[src/rtl/seq_fetch_queue.sv]
// Circular instruction/PC queue between instruction memory and decode.
// Each side uses a valid/ready handshake. Flush and halt act on the whole queue.
module seq_fetch_queue #(
  parameter int ADDRESS_SIZE = 10,
  parameter int INSTR_WIDTH  = 16,
  parameter int DEPTH        = 4,
  parameter int CNT_W        = $clog2(DEPTH + 1)
) (
  input  logic                    i_clk,
  input  logic                    i_rst,
  input  logic                    i_flush,
  input  logic                    i_sys_halt,
  input  logic                    i_in_valid,
  input  logic [INSTR_WIDTH-1:0]  i_instruction,
  input  logic [ADDRESS_SIZE-1:0] i_pc,
  output logic                    o_in_ready,
  output logic                    o_out_valid,
  input  logic                    i_out_ready,
  output logic [INSTR_WIDTH-1:0]  o_instruction,
  output logic [ADDRESS_SIZE-1:0] o_pc,
  output logic [CNT_W-1:0]        o_count
);

  localparam int PTR_W = $clog2(DEPTH);
  localparam logic [CNT_W-1:0] FULL_COUNT = CNT_W'(DEPTH);

  logic [INSTR_WIDTH-1:0]  instrMem_q [DEPTH];
  logic [ADDRESS_SIZE-1:0] pcMem_q    [DEPTH];
  logic [PTR_W-1:0]        rdPtr_q, rdPtr_d;
  logic [PTR_W-1:0]        wrPtr_q, wrPtr_d;
  logic [CNT_W-1:0]        count_q, count_d;
  logic                    push, pop, notEmpty;

  assign notEmpty    = (count_q != '0);
  assign o_in_ready  = !i_sys_halt && !i_flush && (count_q < FULL_COUNT);
  assign o_out_valid = !i_sys_halt && notEmpty;
  assign push        = i_in_valid && o_in_ready;
  assign pop         = o_out_valid && i_out_ready && !i_flush;

  // Head is presented even while halted, so decode sees a stable value; empty reads as NOP.
  assign o_instruction = notEmpty ? instrMem_q[rdPtr_q] : '0;
  assign o_pc          = notEmpty ? pcMem_q[rdPtr_q]    : '0;
  assign o_count       = count_q;

  // Halt needs no explicit branch: it forces push and pop low, so everything holds.
  always_comb begin
    rdPtr_d = rdPtr_q;
    wrPtr_d = wrPtr_q;
    count_d = count_q;
    if (i_flush && !i_sys_halt) begin
      rdPtr_d = '0;
      wrPtr_d = '0;
      count_d = '0;
    end else begin
      if (push) wrPtr_d = wrPtr_q + PTR_W'(1);
      if (pop)  rdPtr_d = rdPtr_q + PTR_W'(1);
      case ({push, pop})
        2'b10:   count_d = count_q + CNT_W'(1);
        2'b01:   count_d = count_q - CNT_W'(1);
        default: count_d = count_q;
      endcase
    end
  end

  always_ff @(posedge i_clk) begin
    if (i_rst) begin
      rdPtr_q <= '0;
      wrPtr_q <= '0;
      count_q <= '0;
    end else begin
      rdPtr_q <= rdPtr_d;
      wrPtr_q <= wrPtr_d;
      count_q <= count_d;
    end
  end

  always_ff @(posedge i_clk) begin
    if (push && !i_rst) begin
      instrMem_q[wrPtr_q] <= i_instruction;
      pcMem_q[wrPtr_q]    <= i_pc;
    end
  end

endmodule

[config.mk]
export PLATFORM = sky130hd
export DESIGN_NAME = seq_fetch_queue
export DESIGN_NICKNAME = d
export VERILOG_FILES = /design/src/rtl/seq_fetch_queue.sv
export SDC_FILE = /design/constraint.sdc
export NUM_CORES = 1
export LEC_CHECK = 0
export ABC_AREA = 1
export BUFFER_PORTS_ARGS = -buffer_cell sky130_fd_sc_hd__buf_2
export CAP_MARGIN = 20
export CORE_ASPECT_RATIO = 2
export CORE_MARGIN = 2
export CORE_UTILIZATION = 54
export DETAILED_ROUTE_END_ITERATION = 16
export PLACE_DENSITY_LB_ADDON = 0.2
export SYNTH_ARGS = -nofsm -noshare
export SYNTH_HDL_FRONTEND = slang
export SYNTH_SLANG_ARGS = --single-unit
[constraint.sdc]
create_clock -name i_clk -period 5.5 [get_ports i_clk]
set_clock_uncertainty 0.15 [all_clocks]
set_input_delay 0.275 -clock i_clk [delete_from_list [all_inputs] [get_ports i_clk]]
set_output_delay 0.275 -clock i_clk [all_outputs]
set_load 0.1 [all_outputs]
* After elaboration in Yosys (flattened, before gate mapping)
Memory sizes are Yosys's and may differ from the RTL's. A register that Yosys moved wholly into a read port is not among the register bits.
Cells that the tools add are included.
** Word-level totals
- Flip-flop bits (word level) :: 7
- Memory bits (writable) :: 104
- Output and inout bits :: 31
- Memories :: 2
** Memory list
- instrMem_q :: depth 4, width 16, read ports 1, clocked after Yosys merged registers in 1, wr ports 1, RTL line 27 : logic [INSTR_WIDTH-1:0] instrMem_q [DEPTH];
- pcMem_q :: depth 4, width 10, read ports 1, clocked after Yosys merged registers in 1, wr ports 1, RTL line 28 : logic [ADDRESS_SIZE-1:0] pcMem_q [DEPTH];
** Operators by class
- Add/subtract/negate cells :: 4
- Order comparisons :: 1
- Equal/unequal tests :: 2
- Mux-type cells :: 9
- Reduce and logical (&&, ||, !) cells :: 14
** Operators by type and width (number)
- 16-bit 2-to-1 mux :: 1
- 10-bit 2-to-1 mux :: 1
- 1-bit logical AND :: 8
- 2-bit 2-to-1 mux :: 4
- 3-bit one-hot mux with 2 select lines :: 1
- 2-bit by 1-bit adder with 2-bit output (second input constant) :: 2
- 3-bit by 1-bit adder with 3-bit output (second input constant) :: 1
- 1-bit logical NOT :: 3
- 3-bit < comparator (second input constant) :: 1
- 3-bit nonzero test :: 1
- 3-bit by 1-bit subtractor with 3-bit output (second input constant) :: 1
- 2-bit by 1-bit equality test with 1-bit output (second input constant) :: 1
- 2-bit equality test (second input constant) :: 1
- 1-bit 2-to-1 mux :: 2
- 2-bit nonzero test :: 1
- 2-bit OR reduction :: 1

* Depth between registers and ports, before layout
Gate-level depths: netlist (run 1).
- Word-level depth :: 7
- Mapped depth :: 14

* Worst setup path after synthesis (run 1)
OpenSTA, ideal clock, no wires.
- Path type :: flip-flop to flip-flop
- From :: reg count_q[2], in the netlist o_count[2]
- To :: mem instrMem_q[0][0], enable pin
- Arrival :: 3720 ps
- Required time :: 4941 ps
- Setup slack :: 1221 ps
- Cell stages (with the launch flop) :: 4
- Clock period less this slack :: 4279 ps
- Cell sequence :: dfxtp_1 nor2_1 nand3_1 nor2_1
** Between the ends
- Longest elaborated chain between the ends :: 6
** Ends and longest elaborated chain
- from (decl) :: RTL line 31 : logic [CNT_W-1:0] count_q, count_d;
- from (signal assigned) :: RTL line 73 : count_q <= count_d;
- 3-bit < comparator :: RTL line 35 : assign o_in_ready = !i_sys_halt && !i_flush && (count_q < FULL_COUNT);
- 1-bit logical AND :: RTL line 35
- via o_in_ready :: RTL line 16 : output logic o_in_ready,
- 1-bit logical AND :: RTL line 37 : assign push = i_in_valid && o_in_ready;
- 1-bit logical AND :: RTL line 78 : if (push && !i_rst) begin
- 1-bit 2-to-1 mux :: RTL line 78
- 1-bit 2-to-1 mux (not written as such) :: RTL line 79 : instrMem_q[wrPtr_q] <= i_instruction;
- to (decl) :: RTL line 27
The timed path passes the listed nets, and every way through them passes these cells.

==> metrics.md, run 1 <==
| Metric | Value |
|---|---|
| Initial Util | `55.5%` |
| Clock Pin Slew Worst Setup and Hold Paths | `about 50 ps` |
| Final setup TNS | `0 ps` |
| Slowest cell delay on critical path | `slightly below 1000 ps` |
| Port bufs | `a little over 60` |
| Clock Tree Buf Depth | `2` |
| Register area share after synthesis | `approximately 72%` |
| MaxCap Viol Count | `0` |
| Reg2reg path depth | `4` |
| Post-synthesis cell type count | `18` |
| Number of diodes | `0` |
| Global-route wire length before repair | `about 15000 um` |
| Worst Hold Endpoint | `o_count[2]$_SDFFE_PP0P_` |
| Sequential share of power | `about 46%` |
| Largest net degree at the start of global routing | `54` |
| WL/cell | `about 16 um` |
| Peak Freq | `slightly above 300 MHz` |
| # setup viols final | `0` |
| Clock Power Share | `48.1%` |
| Gate count of the mapped netlist | `a little under 400` |
| R2r setup slk | `just over 3000 ps` |
| Share of layout cells above drive strength 1 | `between 20% and 30%` |
| Die width | `approximately 69 um` |
| Crit-path cells | `inv_2 -> o21ai_0 -> a21oi_1 -> buf_2` |
| Mapped Area | `roughly 4600 um2` |
| Critical Path Sink Type | `primary output` |
| HP Start | `i_rst` |
| Final WL | `about 9400 um` |
| Sw Share | `between 20% and 30%` |
| Leakage | `2.20 nW` |
| Register bit total from synthesis | `113` |
| Post-route ant nets | `0` |
| Worst path arrival time | `about 2800 ps` |
| Resized cells post-CTS | `0` |
| WS Path Type | `flop to primary output` |
| R2R Path End | `pcMem_q[1][4]$_DFFE_PP_` |
| Final hold violation count | `0` |
| Final core occ | `between 60% and 70%` |
| P per Cell Area | `358 nW/um2` |
| Commonest non-fill, non-tap cells in the layout | `114 x nor2_1, 104 x edfxtp_1, 62 x buf_2` |
| Net Switching | `417 uW` |
| Gpl congestion | `just under 0.8` |
| Die Y-Extent | `roughly 130 um` |
| Die area | `9270 um2` |
| Max_slew headroom | `33.8%` |
| Setup WS pre-CTS | `~2700 ps` |
| Reg2reg start | `o_count[2]$_SDFFE_PP0P_` |
| Gr ovfl total | `0` |
| Area Overhead vs Synth | `24.8%` |
| Syn_nets | `423` |
| Iter 0 DRT Violations | `about 250` |
| Total CTS buffers | `17` |
| Post-synth top area share | `about two thirds` |
| Final slew viol count | `0` |
| Post-route DRC violation count | `0` |
| Pint | `1.62 mW` |
| Worst path slowest cell | `dfxtp_2` |
| Worst VDD drop | `285 uV` |
| Core Footprint | `~8000 um2` |
| Number of global-route vias before repair | `3018` |
| Final nets | `about 520` |
| Yosys top cell by area | `edfxtp_1` |
| Slew @ Worst Pin | `around 990 ps` |
| RSZ-0062 raised after global routing | `false` |
| Crit path required time | `5080 ps` |
| WHS Path Cells | `4` |
| Status | `completed` |
| Post-Syn Area per Cell | `between 10 and 15 um2` |
| Crit start category | `flop` |
| Leading cell type in the layout, fill and taps excluded | `nor2_1` |
| DR pass1 iterations | `4` |
| Detail Placement HPWL | `roughly 5500 um` |
| Critical-path maximum fanout | `between 50 and 60` |
| Filler Cell Count | `slightly below 600` |
| Hold slack | `18.3 ps` |
| Clk sinks | `roughly 110` |
| Top Ports | `between 60 and 70` |
| Final WS setup | `2280 ps` |
| Combinational power share | `between 5 and 6%` |
| Antenna violations before repair | `0` |
| Row count | `between 40 and 50` |
| CTS root buffer | `clkbuf_16` |
| Synth top area cells | `edfxtp_1 68%, nor2_1 9.7%, o21ai_0 4.2%` |
| CTS tree | `built` |
| H-tree levels | `4` |
| Vias | `3092` |
| Post-CTS Repair Setup Buffers | `0` |
| Yosys warnings | `0` |
| Final min period | `approximately 3200 ps` |
| Hold Crit Class | `input pin to flop` |
| Final instance area | `roughly 5700 um2` |
| Placed cell area | `about 4900 um2` |
| Tcrit/Tclk final | `58.5%` |
| Gr usage total | `21.2%` |
| Avg Vias per Cell | `between 5 and 6` |
| Worst skew pair latency | `approximately 400 ps` |
synth_stat cells:
cell,count
nand3_2,1
o21ai_1,14
buf_4,3
inv_1,20
nand3_1,6
o21ai_0,38
inv_2,3
fa_1,1
a21oi_1,32
ha_1,5
buf_6,6
edfxtp_1,104
nor2_1,118
buf_2,4
nand4_1,1
clkbuf_2,5
dfxtp_1,9
nand2_1,15
critical path: cells and delay by family (launching register included):
family | cells | cell delay, ps
flops | 1 | 980
buf+inv | 2 | 930
compound gates | 2 | 480
flip-flops by register name, indices dropped and copies added (netlist names), named ones only:
register    count
instrMem_q     64
o_count         3
wrPtr_q         2
rdPtr_q         2
pcMem_q        40
how the worst max path moves through the flow:
stage,startpoint,endpoint,slack (ps)
after floorplan,o_count[2]$_SDFFE_PP0P_,instrMem_q[0][0]$_DFFE_PP_,1220
after global placement,flop,o_pc[1],2800
after detailed placement,flop,o_pc[9],2710
after CTS,flop,o_instruction[2],2270
after global routing,flop,o_instruction[2],2080
final,flop,o_pc[9],2280
power groups by stage:
stage	combinational [mW]	sequential (mW)	clock [mW]
6_report	0.111	0.947	0.983
5_1_grt	0.118	0.947	1.03
4_1_cts	0.111	0.947	0.993
3_5_place_dp	0.0967	0.963	0
3_3_place_gp	0.0948	0.963	0
2_1_floorplan	0.0639	0.966	0
stage by stage:
step / cells / power (mW)
floorplan: 385 / 1.03
global placement: 531 / 1.06
detailed placement: 531 / 1.06
CTS: 586 / 2.05
global route: 586 / 2.10
finish: 586 / 2.04
layer usage:
layer  routed length (um)  track usage [%]  vias up
li1                     -                -     1517
met5                    0                0        -
met1                 3460             21.8     1475
met2                 5370             38.6       88
met3                  362             5.11       12
met4                  181             12.2        0
final cells by class:
class                   count  area (um2)  area share [%]
inverters                  23        86.3            1.51
well taps                  98         123            2.15
clock buffers              20         437            7.65
flip-flops and latches    113        3300            57.9
repair buffers             92         601            10.5
multi-input cells         231        1060            18.6
clock inverters             9        93.8            1.64
cell families after synthesis:
family | after synthesis | share of synthesized area, %
compound gates | 84 | 9.19
simple gates | 141 | 11.9
fa+ha+maj | 6 | 1.81
flops | 113 | 72.2
buf+inv | 41 | 4.84
what timing repair did:
action / 4_1_cts / 5_1_grt
endpoints found under the hold margin: 104 / 0
hold buffers: 26 / 0
setup endpoints to repair: 0 / 0
Note: power is estimated with default switching activity, not from simulation.
==> inputs of run 2 (changes only) <==
--- a/config.mk
+++ b/config.mk
@@ -5,12 +5,12 @@
 export SDC_FILE = /design/constraint.sdc
 export NUM_CORES = 1
 export LEC_CHECK = 0
-export ABC_AREA = 1
+export ABC_AREA = 0
 export BUFFER_PORTS_ARGS = -buffer_cell sky130_fd_sc_hd__buf_2
 export CAP_MARGIN = 20
 export CORE_ASPECT_RATIO = 2
 export CORE_MARGIN = 2
-export CORE_UTILIZATION = 54
+export CORE_UTILIZATION = 51
 export DETAILED_ROUTE_END_ITERATION = 16
 export PLACE_DENSITY_LB_ADDON = 0.2
 export SYNTH_ARGS = -nofsm -noshare
==> constraint.sdc (replaced) <==
create_clock -name i_clk -period 2.7 [get_ports i_clk]
set_clock_uncertainty 0.15 [all_clocks]
set_input_delay 0.135 -clock i_clk [delete_from_list [all_inputs] [get_ports i_clk]]
set_output_delay 0.135 -clock i_clk [all_outputs]
set_load 0.1 [all_outputs]
==> run 2 against run 1 <==
  * Sequential share of layout area is 4.3 points lower
  * Worst hold slack better by 37 ps
  * Critical path depth is 1 lower
  * Sequential power is 100% higher
  * Critical path type unchanged
  * Largest cell class unchanged
  * Clock power is 140% higher
  * Largest power group unchanged
  * Die area is 4.5% higher
==> metrics.md, run 2 <==
| Metric | Value |
|---|---|
| Status | `completed` |
| Share of layout cells above drive strength 1 | `between 30 and 40%` |
| Peak Freq | `401 MHz` |
| Post-synthesis compound-gate area fraction | `between 1 and 1.5%` |
| Core Footprint | `8650 um2` |
| Clock Tree Buf Depth | `2` |
| Most common library cells after synthesis | `104 x edfxtp_1, 23 x nor2b_1, 20 x mux4_2` |
| Post-Synth XOR/XNOR Area | `less than 1%` |
| Global-route wire length before repair | `around 13000 um` |
| # setup viols final | `0` |
| Die area | `between 9000 and 10000 um2` |
| MaxCap Viol Count | `0` |
| Register Area | `roughly 3300 um2` |
| Post-Synth Simple-Gate Area | `under 10%` |
| Post-route ant nets | `0` |
| Delay-heaviest family, CP | `flip-flops` |
| Hold slack | `55.6 ps` |
| Most instantiated library cell after synthesis | `edfxtp_1` |
| Syn_nets | `between 200 and 300` |
| Initial Util | `52.3%` |
| Top Ports | `63` |
| Fin cells | `roughly 450` |
| Row count | `48` |
| Final WL | `8220 um` |
| Proportion of synthesized area in mux cells | `approximately 14%` |
| Gr ovfl total | `0` |
| Slew @ Worst Pin | `about 740 ps` |
| Largest net degree at the start of global routing | `30` |
| WS Path Type | `flop to primary output` |
| Post-synth top flop | `edfxtp_1` |
| Yosys warnings | `0` |
| Clk sinks | `roughly 110` |
| Vias | `around 2400` |
| DR pass1 iterations | `5` |
| Leading cell type in the layout, fill and taps excluded | `edfxtp_1` |
| Mapped Area | `around 4500 um2` |
| Async S/R FF share, synth | `0%` |
| Port bufs | `between 60 and 70` |
| Filler Cell Count | `550` |
| Area of the multi-input gates | `around 1100 um2` |
| Crit path required time | `2410 ps` |
| Gpl congestion | `slightly above 0.7` |
| Cts hold-fix bufs | `29` |
| Iter 0 DRT Violations | `132` |
| Worst path slowest cell | `dfxtp_2` |
| Register bit total from synthesis | `roughly 110` |
| Die Y-Extent | `137 um` |
| Max FFs per register | `64` |
| Max_slew headroom | `approximately half` |
| Register area share after synthesis | `about three quarters` |
| CTS root buffer | `clkbuf_16` |
| Post-synthesis cell type count | `29` |
| Final min period | `about 2500 ps` |
| Number of flops mapped to enable cells by yosys | `104` |
| Synth top area cells | `edfxtp_1 69%, mux4_2 10%, dfxtp_1 4.0%` |
| Slowest cell delay on critical path | `a little under 700 ps` |
| H-tree levels | `4` |
| P per Cell Area | `roughly 730 nW/um2` |
| Yosys top cell by area | `edfxtp_1` |
| RSZ-0062 raised after global routing | `false` |
| Area Overhead vs Synth | `36.5%` |
| CTS tree | `built` |
| Worst VDD drop | `648 uV` |
| Worst skew pair latency | `approximately 400 ps` |
| Inst Count DP | `385` |
| Post-synth top area share | `slightly below 70%` |
| Resized cells post-CTS | `0` |
| Tcrit/Tclk final | `between 90 and 100%` |
| Gate count of the mapped netlist | `approximately 230` |
| Largest family of logic cells by synthesized area | `multiplexers` |
| Post-Syn Area per Cell | `between 20 and 25 um2` |
| Largest Register | `instrMem_q` |
| Die width | `roughly 70 um` |
| Worst path arrival time | `2210 ps` |
| Number of global-route vias before repair | `2573` |
| Critical-path maximum fanout | `16` |
| Hold Crit Class | `input pin to flop` |
| Final nets | `about 370` |
| Crit-path cells | `mux4_1 -> nor2b_1 -> buf_2` |
| Critical Path Sink Type | `primary output` |
| Antenna violations before repair | `0` |
| Clock Pin Slew Worst Setup and Hold Paths | `roughly 50 ps` |
| WL/cell | `between 15 and 20 um` |
| Post-synthesis adder-cell area fraction | `under 10%` |
| CP Buf/Inv Count | `1` |
| Post-CTS Repair Setup Buffers | `0` |
| Commonest non-fill, non-tap cells in the layout | `104 x edfxtp_1, 42 x buf_2, 29 x dlygate4sd3_1` |
| Avg Vias per Cell | `5.42` |
| Post-route DRC violation count | `0` |
| Detail Placement HPWL | `~4800 um` |
| Leakage | `between 2 and 2.5 nW` |
| Total CTS buffers | `17` |
| Gr usage total | `around a fifth` |
| Number of diodes | `0` |
| Final hold violation count | `0` |
| Final slew viol count | `0` |
| Crit start category | `flop` |
[run 2: logic make-up (layout without fill, tap and decap cells)]
family,after synthesis,count (layout)
DFF,113,113
buffers and inverters,20,141
muxes,28,28
xor gates and xnor gates,2,2
and+or+nand+nor,46,46
adders and majority gates,6,6
AOI/OAI and AO/OA,10,10
[run 2: worst paths after layout]
path | startpoint | endpoint | slack [ps] | depth (start not counted)
max | flop | o_pc[9] | 210 | 3
min | i_rst | rdPtr_q[0]$_SDFFE_PP0P_ | 60 | 4
max reg2reg | o_count[2]$_SDFFE_PP0P_ | o_count[2]$_SDFFE_PP0P_ | 450 | 8
min reg2reg | wrPtr_q[1]$_SDFFE_PP0P_ | wrPtr_q[1]$_SDFFE_PP0P_ | 360 | 2
[run 2: metrics by stage]
stage	cell area, um2	setup TNS, ps	util (%)	total power [mW]	setup slack [ps]
CTS	6180	0	71.4	4.57	121
global placement	5260	0	60.9	2.21	547
global route	6180	0	71.4	4.66	47.6
detailed placement	5260	0	60.9	2.22	488
finish	6180	0	71.4	4.54	209
floorplan	4530	-2230	-	2.12	-199
[run 2: area by class of cell]
class / instances / share of cell area, %
clock buffers: 19 / 7.01
well taps: 100 / 2.03
repair buffers: 100 / 15.9
inverters: 9 / 0.547
flip-flops and latches: 113 / 53.6
clock inverters: 13 / 3.10
multi-input cells: 92 / 17.9
[run 2: power by group]
part | switching (mW) | internal, mW
clock | 0.705 | 1.62
combinational | 0.179 | 0.107
sequential | 0.00555 | 1.92
[run 2: per-layer routing]
layer  GRT usage (%)  routed length (um)  up-vias
met3            6.07                 332       10
met5               0                   0        -
met1            20.0                3010     1235
li1                -                   -     1106
met2            34.0                4750       65
met4            7.86                 129        0
[run 2: worst min-delay path: stages]
cell	delay, ps
buf_2	70
inv_1	80
o211ai_1	160
mux2i_1	100
==> inputs of run 3 (changes only) <==
--- a/config.mk
+++ b/config.mk
@@ -10,7 +10,8 @@
 export CAP_MARGIN = 20
 export CORE_ASPECT_RATIO = 2
 export CORE_MARGIN = 2
-export CORE_UTILIZATION = 51
+export CORE_UTILIZATION = 54
+export CTS_CLUSTER_SIZE = 12
 export DETAILED_ROUTE_END_ITERATION = 16
 export PLACE_DENSITY_LB_ADDON = 0.2
 export SYNTH_ARGS = -nofsm -noshare
==> constraint.sdc (replaced) <==
create_clock -name i_clk -period 2.9 [get_ports i_clk]
set_clock_uncertainty 0.15 [all_clocks]
set_input_delay 0.145 -clock i_clk [delete_from_list [all_inputs] [get_ports i_clk]]
set_output_delay 0.145 -clock i_clk [all_outputs]
set_load 0.1 [all_outputs]
==> run 3 against run 2 <==
  * Via count decreased by 1.4%
  * Worst hold slack worse by 27 ps
  * Register-to-register slack improved by 130 ps
  * First-iteration DRC count rose by 33%
  * Non-clock buffer count fell by 2
  * Combinational power fell by 18%
  * Critical path depth is 1 higher
  * Clock power is 24% lower
==> metrics.md, run 3 (synthesis gave the netlist of run 2 again) <==
| Metric | Value |
|---|---|
| Number of diodes | `0` |
| Gpl congestion | `0.743` |
| Tcrit/Tclk final | `80.7%` |
| Pint | `around 3 mW` |
| Worst skew pair latency | `about 400 ps` |
| Vias | `about 2400` |
| MaxCap Viol Count | `0` |
| Combinational power share | `approximately 6.2%` |
| Core Footprint | `slightly above 8000 um2` |
| Register Area | `3310 um2` |
| Clock Tree Buf Depth | `2` |
| CTS tree | `built` |
| Final min period | `approximately 2300 ps` |
| Filler Cell Count | `between 500 and 600` |
| Worst path slowest cell | `mux4_1` |
| WL/cell | `about 18 um` |
| Final nets | `about 370` |
| Leading cell type in the layout, fill and taps excluded | `edfxtp_1` |
| CTS root buffer | `clkbuf_16` |
| DR pass1 iterations | `4` |
| Sequential share of power | `a little under half` |
| Share of layout cells above drive strength 1 | `35.4%` |
| H-tree levels | `4` |
| Peak Freq | `between 400 and 500 MHz` |
| Clk sinks | `about 110` |
| Final hold violation count | `0` |
| Critical Path Sink Type | `primary output` |
| Total CTS buffers | `17` |
| Net Switching | `about 800 uW` |
| RSZ-0062 raised after global routing | `false` |
| Antenna violations before repair | `0` |
| Post-route DRC violation count | `0` |
| Clock Pin Slew Worst Setup and Hold Paths | `roughly 50 ps` |
| Max_slew headroom | `51.9%` |
| Number of global-route vias before repair | `2509` |
| Worst VDD drop | `roughly 510 uV` |
| Slowest cell delay on critical path | `around 600 ps` |
| Critical-path maximum fanout | `26` |
| Die area | `slightly above 9000 um2` |
| Area of the multi-input gates | `around 1100 um2` |
| Port bufs | `just over 60` |
| Gr usage total | `19.6%` |
| WS Path Type | `flop to primary output` |
| Row count | `47` |
| Resized cells post-CTS | `0` |
| Final slew viol count | `0` |
| Commonest non-fill, non-tap cells in the layout | `104 x edfxtp_1, 62 x buf_2, 28 x dlygate4sd3_1` |
| Sw Share | `between 20% and 30%` |
| Iter 0 DRT Violations | `roughly 180` |
| Hold slack | `roughly 28 ps` |
| Die width | `about 70 um` |
| Die Y-Extent | `approximately 130 um` |
| Gr ovfl total | `0` |
| Max FFs per register | `64` |
| Status | `completed` |
| Crit-path cells | `buf_12 -> mux4_1 -> nor2b_1 -> buf_2` |
| Crit path required time | `2610 ps` |
| Worst path arrival time | `2040 ps` |
| # setup viols final | `0` |
| Detail Placement HPWL | `~4600 um` |
| Top Ports | `63` |
| Post-route ant nets | `0` |
| Final WL | `between 7000 and 8000 um` |
| Crit start category | `flop` |
| Area Overhead vs Synth | `27.1%` |
| Leakage | `a little over 2 nW` |
| Slew @ Worst Pin | `between 700 and 800 ps` |
| Hold Crit Class | `input pin to flop` |
| P per Cell Area | `660 nW/um2` |
| Largest Register | `instrMem_q` |
| Clock Power Share | `46.5%` |
| Initial Util | `a little over half` |
| Global-route wire length before repair | `roughly 12000 um` |
| Largest net degree at the start of global routing | `30` |
| Final setup TNS | `0 ps` |
| Avg Vias per Cell | `roughly 5.4` |
[run 3: critical path: cells and delay by family, from the launching register on]
family        cells  cell delay (ps)
mux               1              600
buf+inv           2              540
flops             1              330
simple gates      1              150
[run 3: path summary, 6_finish.rpt]
| check | cells after the start | start | end | slack (ps) |
|---|---|---|---|---|
| max | 4 | flop | o_instruction[2] | 560 |
| min | 4 | i_in_valid | wrPtr_q[0]$_SDFFE_PP0P_ | 30 |
| max reg2reg | 8 | o_count[1]$_SDFFE_PP0P_ | o_count[2]$_SDFFE_PP0P_ | 580 |
| min reg2reg | 2 | wrPtr_q[0]$_SDFFE_PP0P_ | wrPtr_q[0]$_SDFFE_PP0P_ | 370 |
[run 3: power by group through the flow]
stage | clock [mW] | combinational, mW | sequential (mW)
after floorplan | 0 | 0.139 | 1.83
after global placement | 0 | 0.202 | 1.83
after detailed placement | 0 | 0.205 | 1.83
after CTS | 1.80 | 0.235 | 1.80
after global routing | 1.87 | 0.248 | 1.79
final | 1.76 | 0.234 | 1.80
[run 3: metal layers]
layer,vias up,routed length (um),track usage (%)
met1,1206,2960,20.9
li1,1100,-,-
met2,65,4480,32.9
met3,12,302,6.17
met4,0,136,11.1
met5,-,0,0
[run 3: repair_timing]
| item | 4_1_cts | 5_1_grt |
|---|---|---|
| hold buffers | 28 | 0 |
| setup buffers | 0 | 0 |
| endpoints found under the hold margin | 106 | 0 |
[run 3: through the flow]
| step | area, um2 | power [mW] | util [%] | instances | setup WS (ps) |
|---|---|---|---|---|---|
| after floorplan | 4530 | 1.97 | - | 225 | -241 |
| after global placement | 4960 | 2.03 | 60.3 | 382 | 697 |
| after detailed placement | 4960 | 2.03 | 60.3 | 382 | 592 |
| after CTS | 5750 | 3.83 | 69.8 | 440 | 527 |
| after global routing | 5750 | 3.91 | 69.8 | 440 | 450 |
| final | 5750 | 3.79 | 69.8 | 440 | 560 |
[run 3: area by class of cell]
type | count | area share [%]
well taps | 98 | 2.13
flip-flops and latches | 113 | 57.5
inverters | 9 | 0.587
repair buffers | 98 | 11.7
multi-input cells | 92 | 19.2
clock inverters | 11 | 1.28
clock buffers | 19 | 7.53
